File: src/rtl/pmic_rail_sequencer.sv
// Rail sequencer: ordered power-up/down with pg qualification, LP/LB rail masks and a latched fault.
// Optional macro PMIC_INPUT_SYNC_EN adds 2-flop synchronisers on on_sw, lb_sw, lp_sw and pg.
module pmic_rail_sequencer #(
  parameter int                   NUM_RAILS   = 4,
  parameter int                   STEP_CYCLES = 8,
  parameter int                   PG_TIMEOUT  = 16,
  parameter logic [NUM_RAILS-1:0] LP_MASK     = NUM_RAILS'(4'b0011),
  parameter logic [NUM_RAILS-1:0] LB_MASK     = NUM_RAILS'(4'b0001)
) (
  input  logic                 clk,
  input  logic                 reset,
  input  logic                 on_sw,
  input  logic                 lb_sw,
  input  logic                 lp_sw,
  input  logic [NUM_RAILS-1:0] pg,
  output logic [NUM_RAILS-1:0] rail_en,
  output logic [2:0]           state,
  output logic                 fault,
  output logic                 busy
);

  localparam int CNT_MAX = (STEP_CYCLES > PG_TIMEOUT) ? STEP_CYCLES : PG_TIMEOUT;
  localparam int CW      = $clog2(CNT_MAX + 1);
  localparam int IW      = $clog2(NUM_RAILS);
  localparam logic [IW-1:0] LAST_IDX  = IW'(NUM_RAILS - 1);
  localparam logic [CW-1:0] STEP_LAST = CW'(STEP_CYCLES - 1);
  localparam logic [CW-1:0] PG_LIMIT  = CW'(PG_TIMEOUT);

  typedef enum logic [2:0] {
    ST_IDLE   = 3'd0,
    ST_PWR_UP = 3'd1,
    ST_ACTIVE = 3'd2,
    ST_LP     = 3'd3,
    ST_LB     = 3'd4,
    ST_PWR_DN = 3'd5,
    ST_FAULT  = 3'd6
  } state_e;

  // UP_SKIP marks a rail that was already on when PWR_UP was re-entered
  typedef enum logic [1:0] {
    UP_WAIT   = 2'd0,
    UP_SETTLE = 2'd1,
    UP_SKIP   = 2'd2
  } up_mode_e;

  state_e               state_q, state_d;
  up_mode_e             mode_q, mode_d;
  logic [NUM_RAILS-1:0] rail_en_q, rail_en_d;
  logic [NUM_RAILS-1:0] pend_q, pend_d;
  logic                 fault_q, fault_d;
  logic                 busy_q, busy_d;
  logic [IW-1:0]        idx_q, idx_d;
  logic [CW-1:0]        cnt_q, cnt_d;

  logic                 on_s, lb_s, lp_s;
  logic [NUM_RAILS-1:0] pg_s;

`ifdef PMIC_INPUT_SYNC_EN
  logic [NUM_RAILS+2:0] sync1_q, sync1_d, sync2_q, sync2_d;

  // Synchroniser next-state: raw inputs into stage 1, stage 1 into stage 2
  always_comb begin
    sync1_d = {on_sw, lb_sw, lp_sw, pg};
    sync2_d = sync1_q;
  end

  // Two-flop synchroniser registers
  always_ff @(posedge clk or negedge reset) begin
    if (!reset) begin
      sync1_q <= '0;
      sync2_q <= '0;
    end else begin
      sync1_q <= sync1_d;
      sync2_q <= sync2_d;
    end
  end

  assign {on_s, lb_s, lp_s, pg_s} = sync2_q;
`else
  assign {on_s, lb_s, lp_s, pg_s} = {on_sw, lb_sw, lp_sw, pg};
`endif

  function automatic logic [NUM_RAILS-1:0] clr_top(input logic [NUM_RAILS-1:0] v);
    logic [NUM_RAILS-1:0] r;
    logic                 done;
    r    = v;
    done = 1'b0;
    for (int i = NUM_RAILS - 1; i >= 0; i--) begin
      if (!done && v[i]) begin
        r[i] = 1'b0;
        done = 1'b1;
      end else begin
        done = done;
      end
    end
    return r;
  endfunction

  logic [IW-1:0]        idx_nxt, step_idx;
  logic [CW-1:0]        cnt_inc;
  logic [NUM_RAILS-1:0] dn_rails, live_bad, pend_bad, step_bit;
  logic                 pg_timeout, in_run, fault_req, dn_req, step_req;

  // Next-state and output computation; fault outranks power-down, which outranks mode changes
  always_comb begin
    state_d   = state_q;
    mode_d    = mode_q;
    rail_en_d = rail_en_q;
    pend_d    = pend_q;
    fault_d   = fault_q;
    idx_d     = idx_q;
    cnt_d     = cnt_q;
    step_req  = 1'b0;
    step_idx  = '0;
    step_bit  = '0;

    idx_nxt    = idx_q + IW'(1);
    cnt_inc    = cnt_q + CW'(1);
    dn_rails   = clr_top(rail_en_q);
    pend_bad   = pend_q & ~pg_s;
    live_bad   = rail_en_q & ~pend_q & ~pg_s;
    pg_timeout = (cnt_inc >= PG_LIMIT);
    in_run     = (state_q == ST_ACTIVE) || (state_q == ST_LP) || (state_q == ST_LB);

    if (state_q == ST_PWR_UP) begin
      fault_req = (mode_q == UP_WAIT) && !pg_s[idx_q] && pg_timeout;
    end else if (in_run) begin
      fault_req = (live_bad != '0) || ((pend_bad != '0) && pg_timeout);
    end else begin
      fault_req = 1'b0;
    end
    dn_req = !on_s && ((state_q == ST_PWR_UP) || in_run);

    if (fault_req) begin
      state_d   = ST_FAULT;
      mode_d    = UP_WAIT;
      rail_en_d = '0;
      pend_d    = '0;
      fault_d   = 1'b1;
      idx_d     = '0;
      cnt_d     = '0;
    end else if (dn_req) begin
      rail_en_d = dn_rails;
      pend_d    = '0;
      cnt_d     = '0;
      state_d   = (dn_rails == '0) ? ST_IDLE : ST_PWR_DN;
    end else begin
      case (state_q)
        ST_IDLE: begin
          if (on_s) begin
            step_req = 1'b1;
            pend_d   = '0;
          end else begin
            state_d = ST_IDLE;
          end
        end
        ST_PWR_UP: begin
          case (mode_q)
            UP_WAIT: begin
              if (pg_s[idx_q]) begin
                cnt_d = '0;
                if (idx_q == LAST_IDX) state_d = ST_ACTIVE;
                else                   mode_d  = UP_SETTLE;
              end else begin
                cnt_d = cnt_inc;
              end
            end
            UP_SETTLE: begin
              if (cnt_q == STEP_LAST) begin
                step_req = 1'b1;
                step_idx = idx_nxt;
              end else begin
                cnt_d = cnt_inc;
              end
            end
            UP_SKIP: begin
              if (idx_q == LAST_IDX) begin
                mode_d = UP_WAIT;
              end else begin
                step_req = 1'b1;
                step_idx = idx_nxt;
              end
            end
            default: mode_d = UP_WAIT;
          endcase
        end
        ST_ACTIVE: begin
          pend_d = '0;
          if (lb_s) begin
            state_d   = ST_LB;
            rail_en_d = rail_en_q & LB_MASK;
          end else if (lp_s) begin
            state_d   = ST_LP;
            rail_en_d = rail_en_q & LP_MASK;
          end else begin
            state_d = ST_ACTIVE;
          end
        end
        ST_LP: begin
          pend_d = pend_bad;
          cnt_d  = (pend_bad != '0) ? cnt_inc : '0;
          if (lb_s) begin
            state_d   = ST_LB;
            rail_en_d = rail_en_q & LB_MASK;
            pend_d    = pend_bad & LB_MASK;
          end else if (!lp_s) begin
            step_req = 1'b1;
            pend_d   = '0;
          end else begin
            state_d = ST_LP;
          end
        end
        ST_LB: begin
          pend_d = pend_bad;
          cnt_d  = (pend_bad != '0) ? cnt_inc : '0;
          if (lb_s) begin
            state_d = ST_LB;
          end else if (lp_s) begin
            // rails newly switched on here are timed like a power-up rail
            state_d   = ST_LP;
            rail_en_d = LP_MASK;
            pend_d    = (pend_bad | ~rail_en_q) & LP_MASK;
            cnt_d     = '0;
          end else begin
            step_req = 1'b1;
            pend_d   = '0;
          end
        end
        ST_PWR_DN: begin
          if (cnt_q == STEP_LAST) begin
            rail_en_d = dn_rails;
            cnt_d     = '0;
            state_d   = (dn_rails == '0) ? ST_IDLE : ST_PWR_DN;
          end else begin
            cnt_d = cnt_inc;
          end
        end
        ST_FAULT: begin
          if (!on_s) begin
            state_d = ST_IDLE;
            fault_d = 1'b0;
          end else begin
            state_d = ST_FAULT;
          end
        end
        default: begin
          state_d   = ST_IDLE;
          rail_en_d = '0;
          fault_d   = 1'b0;
        end
      endcase
    end

    // Move PWR_UP onto rail step_idx: enable it, or skip it if it is already on
    if (step_req) begin
      step_bit[step_idx] = 1'b1;
      state_d            = ST_PWR_UP;
      idx_d              = step_idx;
      cnt_d              = '0;
      mode_d             = rail_en_q[step_idx] ? UP_SKIP : UP_WAIT;
    end else begin
      step_bit = '0;
    end
    rail_en_d = rail_en_d | step_bit;

    busy_d = (state_d == ST_PWR_UP) || (state_d == ST_PWR_DN);
  end

  // State and output registers
  always_ff @(posedge clk or negedge reset) begin
    if (!reset) begin
      state_q   <= ST_IDLE;
      mode_q    <= UP_WAIT;
      rail_en_q <= '0;
      pend_q    <= '0;
      fault_q   <= 1'b0;
      busy_q    <= 1'b0;
      idx_q     <= '0;
      cnt_q     <= '0;
    end else begin
      state_q   <= state_d;
      mode_q    <= mode_d;
      rail_en_q <= rail_en_d;
      pend_q    <= pend_d;
      fault_q   <= fault_d;
      busy_q    <= busy_d;
      idx_q     <= idx_d;
      cnt_q     <= cnt_d;
    end
  end

  assign rail_en = rail_en_q;
  assign state   = state_q;
  assign fault   = fault_q;
  assign busy    = busy_q;

endmodule

File: config.mk
export PLATFORM = sky130hd
export DESIGN_NAME = pmic_rail_sequencer
export DESIGN_NICKNAME = d
export VERILOG_FILES = /design/src/rtl/pmic_rail_sequencer.sv
export SDC_FILE = /design/constraint.sdc
export NUM_CORES = 1
export LEC_CHECK = 0
export CAP_MARGIN = 20
export CORE_UTILIZATION = 50
export CTS_CLUSTER_SIZE = 10
export DETAILED_ROUTE_END_ITERATION = 16
export GPL_TIMING_DRIVEN = 0
export PLACE_DENSITY = 0.7
export SLEW_MARGIN = 20
export SYNTH_ARGS = -nofsm -noshare
export SYNTH_HDL_FRONTEND = slang
export SYNTH_SLANG_ARGS = --single-unit
File: constraint.sdc
create_clock -name clk -period 2.61 [get_ports clk]
set_input_delay 0.783 -clock clk [delete_from_list [all_inputs] [get_ports clk]]
set_output_delay 0.783 -clock clk [all_outputs]
set_load 0.02 [all_outputs]
## Word-level counts from Yosys, hierarchy flattened

Cells that the tools add are included.

- Register bits: 22
- Input bits: 9
- Output and inout bits: 9

- Add/subtract/negate cells: 2
- Magnitude comparators: 4
- Eq/ne operators: 23
- Muxes and demuxes: 88
- Bitwise gates (word level): 8
- Reduce and logical (&&, ||, !) cells: 34

Operator list:

| kind | count |
|---|---|
| 4-bit two-way mux | 15 |
| 5-bit two-way mux | 9 |
| 3-bit two-way mux | 13 |
| 2-bit two-way mux | 16 |
| 1-bit two-way mux | 22 |
| 4-bit case mux with 5 select lines | 1 |
| 5-bit case mux with 4 select lines | 1 |
| 3-bit case mux with 6 select lines | 1 |
| 4-bit case mux with 4 select lines | 1 |
| 4-bit bitwise AND | 3 |
| 3-bit == test, second input constant | 4 |
| 4-bit != test, second input constant | 3 |
| 5-bit case mux with 2 select lines | 1 |
| 1-bit logical AND | 8 |
| 4-bit inverter | 2 |
| 4-bit nonzero test | 2 |
| 7-bit nonzero test | 1 |
| 3-bit by 1-bit == test with 1-bit output, second input constant | 2 |
| 3-bit by 2-bit == test with 1-bit output, second input constant | 2 |
| 2-bit by 3-bit less-than comparator with 1-bit output, second input constant | 2 |
| 3-bit != test, second input constant | 2 |
| 6-bit by 4-bit != test with 1-bit output, second input constant | 1 |
| 6-bit != test, second input constant | 1 |
| 2-bit case mux with 3 select lines | 1 |
| 33 further kinds | 45 |

## Longest topological paths before layout

- Word-level depth: 19
- Depth in mapped cells: 9
- Gate-level depth less buffers: 8

## Worst setup path after synthesis

No wires, ideal clock.

- Kind: input to register
- Start: input on_sw
- End: register mode_q[0]
- Setup time: 0.122 ns
- Arrival time: 2.131 ns
- Required time: 2.488 ns
- Path slack: 0.358 ns
- Stages: 7
- Buffers on the path: 1
- Cell sequence: clkbuf_1 -> inv_1 -> o32a_1 -> o221a_2 -> nor2_2 -> o31ai_1 -> a32o_1

- Word-level cells in the longest chain between the ends: 6
- Elaborated cells between the ends (all ways): 14

Ends and longest elaborated chain:

| what | RTL line | text |
|---|---|---|
| start: declaration | 12 | `input logic on_sw,` |
| 1-bit two-way mux / 1-bit logical NOT (equally long branches) | n/a |  |
| 1-bit case mux with 3 select lines / 1-bit logical AND (equally long branches) | 148, 132 |  |
| 1-bit two-way mux | 142 | `end else if (dn_req) begin` |
| 1-bit two-way mux | 134 | `if (fault_req) begin` |
| 4-bit != test (no source line), or another cell as far along | n/a |  |
| 6-bit AND reduction (no source line) | n/a |  |
| end signal: assignment | 282 | `mode_q <= mode_d;` |
| end: declaration | 47 | `up_mode_e mode_q, mode_d;` |

Several ways; a longest one is shown, not always the timed one.
A chain may end at the register's enable or synchronous reset.

## Worst setup path in the final report

- Start: input lp_sw
- End: register mode_q[0]

- Word-level cells in the longest chain between the ends: 7
- Elaborated cells between the ends (all ways): 13

Ends and longest elaborated chain:

| what | RTL line | text |
|---|---|---|
| start: declaration | 14 | `input logic lp_sw,` |
| 1-bit two-way mux * | 206, 218 |  |
| 1-bit two-way mux * | 202 | `if (lb_s) begin` |
| 1-bit case mux with 3 select lines * | 148 | `case (state_q)` |
| 1-bit two-way mux * | 142 |  |
| 1-bit two-way mux * | 134 |  |
| 4-bit != test (no source line), or another cell as far along | n/a |  |
| 6-bit AND reduction (no source line) | n/a |  |

Mark *: on every way between the ends. The rest lies on a longest branch, timed or not.

==> results list <==
- Outcome: completed
- Net Switching: 1230 uW
* Final Hold Slack: 0.465 ns
- For this block, the routed nets add up to 5.86 mm of wire.
* Post-synthesis mux area share: 2.67%
* Total area of multi-input combinational cells: 1470 sq um
* Worst endpoint required time: 2.77 ns
- Hold_buf cts: 0
* Count of max-cap constraint violations: 0
* Post-synthesis cell count: 243
- Share of Yosys cell area claimed by the top area cell type: 26.7%
* Floorplan Core Area: 3800 sq um
* Relative contribution of combinational cells to total power: 69.0%
- XOR/XNOR Fraction of Synth Area: 0.790%
- Proportion of power drawn by flip-flops and latches: 21.0%
- Setup repair after global routing could not meet its margin everywhere.
- Vias in the first global route: 1893
- Routability-driven placement finished with a final weighted congestion of 0.961.
- Detailed placement ended at an HPWL of 4.40 mm.
- Counting flops with a built-in enable in the synthesized netlist gives 0.
- Setup violations remaining at the end of the flow were counted as 0.
- Detail Route Antenna Nets: 0
- Vertical die dimension: 66.2 um
* First-pass GRT wire length: 9.43 mm
* Async set-reset flop share out of synthesis: 100%
- Synth Area in Adders: 3.52%
- Largest family of logic cells by synthesized area: compound AO/OA/AOI/OAI gates
- Number of ports placed on the die boundary: 18
* Fraction of met2 tracks used by global routing: 43.0%
- Kind of launch point of the worst setup path: primary input
* Class of the most critical setup path: primary input to flop
- Total number of vias: 2077
* Part of the power in the clock network: 10.1%
- CTS buffer count: 3
- Counting every sink on the clock net gives 22.
- Filler instances: 328
- Antenna Diode Count: 0
* Leak: 0.000955 uW
- Fraction of power spent switching nets: 50.2%
* Largest net degree at the start of global routing: 23
- Worst-case clock skew: 0.00720 ns
- Counting flops and latches in the post-synthesis netlist gives 22.
* Average cell area after synthesis: 8.48 sq um
* Detailed-route wire length per cell: 18.7 um
- Fin crit share: 98.9%
- Yosys printed 0 warnings.
* Horizontal extent of the die: 66.2 um
* Met3 Usage GRT: 4.31%
- The die covers 4380 sq um.
- Clk pin slew, worst setup/hold paths: 0.08 ns
- Row count: 22
- Post-layout nets: 280
- TritonCTS built the clock tree.
- Synth Area in Compound Gates: 34.0%
- Global routing used 43.0% of the available met1 tracks.
- Net Count, Synth: 257
- Power spread over the standard cell area amounts to 1010 nW/um^2.
- The clock passes through at most 2 buffers.
* Total Routing Usage GR: 29.1%
- In the post-synthesis netlist, the biggest area contributors are sky130_fd_sc_hd__dfrtp_1 (27%), sky130_fd_sc_hd__a21oi_1 (3.9%), sky130_fd_sc_hd__o21ai_0 (3.6%), sky130_fd_sc_hd__nand2_1 (3.3%), sky130_fd_sc_hd__nor2_1 (3.3%).
- After synthesis, the netlist uses 77 different library cells.
- DR iter-0 viols: 208
- Headroom to the max-slew limit: 50.3%
- Gr ovfl total: 0
- The initial utilization of the core area, before any placement, comes to 54.2%.
- Post-detailed-route DRC marker count: 0
* Final Slew Violations: 0
* Cell with the most instances after synthesis: sky130_fd_sc_hd__dfrtp_1
- First-pass DRT Iterations: 5
- The post-route netlist has 16.6% of its cells at a drive strength greater than 1.
- Via/cell ratio: 6.64
* Final Util: 63.7%
- Counting I/O delays and the setup requirement, the final critical path takes 2.58 ns.
- Largest fanout on the critical path: 9
- Insertion delay of the later-clocked pin in the worst-skew pair: 0.26 ns
- In this run the tool buffered the top-level ports with 16 buffer cells.
- At the pin with the least slew margin, the transition time is 0.737 ns.
- Critical path capture point type: flop
- Of the synthesized area, sequential elements account for 26.7%.
* Internal power summed over all cells: 1220 uW
- For this run, the top clock speed supported by timing is 387 MHz.
- Cell accounting for the most synthesized area: sky130_fd_sc_hd__dfrtp_1
* Critical path data arrival time: 2.74 ns
- H-tree Lvls: 1
* Gr busiest metal: met1
- Endpoints failing hold: 0
- In this run the clock root is driven by a sky130_fd_sc_hd__clkbuf_8.
- Compared with the post-synthesis result, the final layout area differs by 17.4%.
- Of the total synthesized cell area, the portion taken by AND, OR, NAND and NOR gates is 27.0%.
- Worst vdd rail ir drop: 0.403 mV
- Number of antenna violations at the first check in global routing: 0
* Predominant post-synthesis flop cell: sky130_fd_sc_hd__dfrtp_1
* Synthesized area: 2060 sq um
- FF/Latch Area: 551 sq um
- Counting instances in the post-synthesis netlist gives the leading cell types as sky130_fd_sc_hd__dfrtp_1 (22), sky130_fd_sc_hd__nand2_1 (18), sky130_fd_sc_hd__nor2_1 (18).
- Kind of path behind the tightest hold check: primary input to asynchronous set/reset pin
final timing paths:
path | start | to | slack, ns | cells after the start
min in group clk | pend_q[3] | pend_q[3] | 0.52 | 1
min reg2reg | pend_q[3] | pend_q[3] | 0.52 | 1
max | lp_sw | mode_q[0] | 0.03 | 6
max reg2reg | mode_q[0] | rail_en[1] | 0.31 | 9
min | reset | cnt_q[1] | 0.47 | 1
max in group asynchronous | reset | idx_q[0] | 1.82 | 1
layout by cell type, fill, tap and decap left out, drive strengths merged, types with 5 or more instances in the layout:
| master | Yosys | final |
|---|---|---|
| or3 | 7 | 7 |
| dfrtp | 22 | 22 |
| inv | 11 | 11 |
| nand3 | 9 | 9 |
| clkdlybuf4s50 | 0 | 11 |
| nor3b | 5 | 5 |
| nor3 | 9 | 9 |
| nor2b | 8 | 8 |
| ha | 5 | 5 |
| o21ai | 17 | 17 |
| nor2 | 19 | 19 |
| clkbuf | 3 | 7 |
| nand2 | 19 | 19 |
| a21oi | 18 | 18 |
| nand2b | 7 | 7 |
| o31ai | 5 | 5 |
| buf | 9 | 12 |
flip-flops by register name, indices dropped and copies added, names as in the netlist:
signal / flops
pend_q: 4
fault: 1
mode_q: 2
busy: 1
cnt_q: 5
state: 3
idx_q: 2
rail_en: 4
cell type report:
cell class,count,share of cell area (%)
Timing Repair Buffer,18,7.29
Sequential cell,22,22.8
Inverter,11,1.71
Clock buffer,4,2.28
Multi-Input combinational cell,198,60.7
Tap cell,48,2.48
Buffer,12,2.79
worst max-delay path, cell delays in order:
cell and delay (ns):
sky130_fd_sc_hd__clkdlybuf4s50_1 0.52, sky130_fd_sc_hd__o32a_1 0.41, sky130_fd_sc_hd__o221a_2 0.31, sky130_fd_sc_hd__nor2_2 0.37
sky130_fd_sc_hd__o31ai_1 0.13, sky130_fd_sc_hd__a32o_1 0.22
power groups by stage:
stage          Clock (uW)  Sequential, uW  Combinational (uW)
2_1_floorplan           0             549                1100
3_3_place_gp            0             512                1580
3_5_place_dp            0             514                1570
4_1_cts               253             508                1610
5_1_grt               264             527                1820
6_report              247             513                1690
through the flow:
step | TNS [ns] | setup slack [ns] | cell area, sq um | std cells | power (uW)
after global placement | -5.48 | -0.488 | 2280 | 307 | 2090
final | 0 | 0.0276 | 2420 | 313 | 2450
after global routing | -0.154 | -0.0706 | 2420 | 313 | 2610
after detailed placement | -5.57 | -0.500 | 2280 | 307 | 2090
after floorplan | 0 | 0.358 | 2060 | 243 | 1640
after CTS | 0 | 0.00359 | 2380 | 311 | 2370
layer usage:
| metal | vias to the layer above | wire length [um] |
|---|---|---|
| met5 | - | 0 |
| li1 | 976 | - |
| met4 | 0 | 119 |
| met3 | 12 | 484 |
| met1 | 991 | 2630 |
| met2 | 98 | 2620 |
logic make-up after synthesis:
logic type | after synthesis
AO/OA/AOI/OAI | 91
adder cells (fa/ha/maj) | 6
flip-flops | 22
AND/OR/NAND/NOR | 96
buffers and inverters | 23
multiplexers | 4
XOR/XNOR | 1
timing repair:
item	in CTS	in global routing
pin swaps	1	4
endpoints found under the setup margin	10	12
setup buffers	0	2
resized for setup	7	8
No activity file was read; power rests on OpenSTA's default activity.
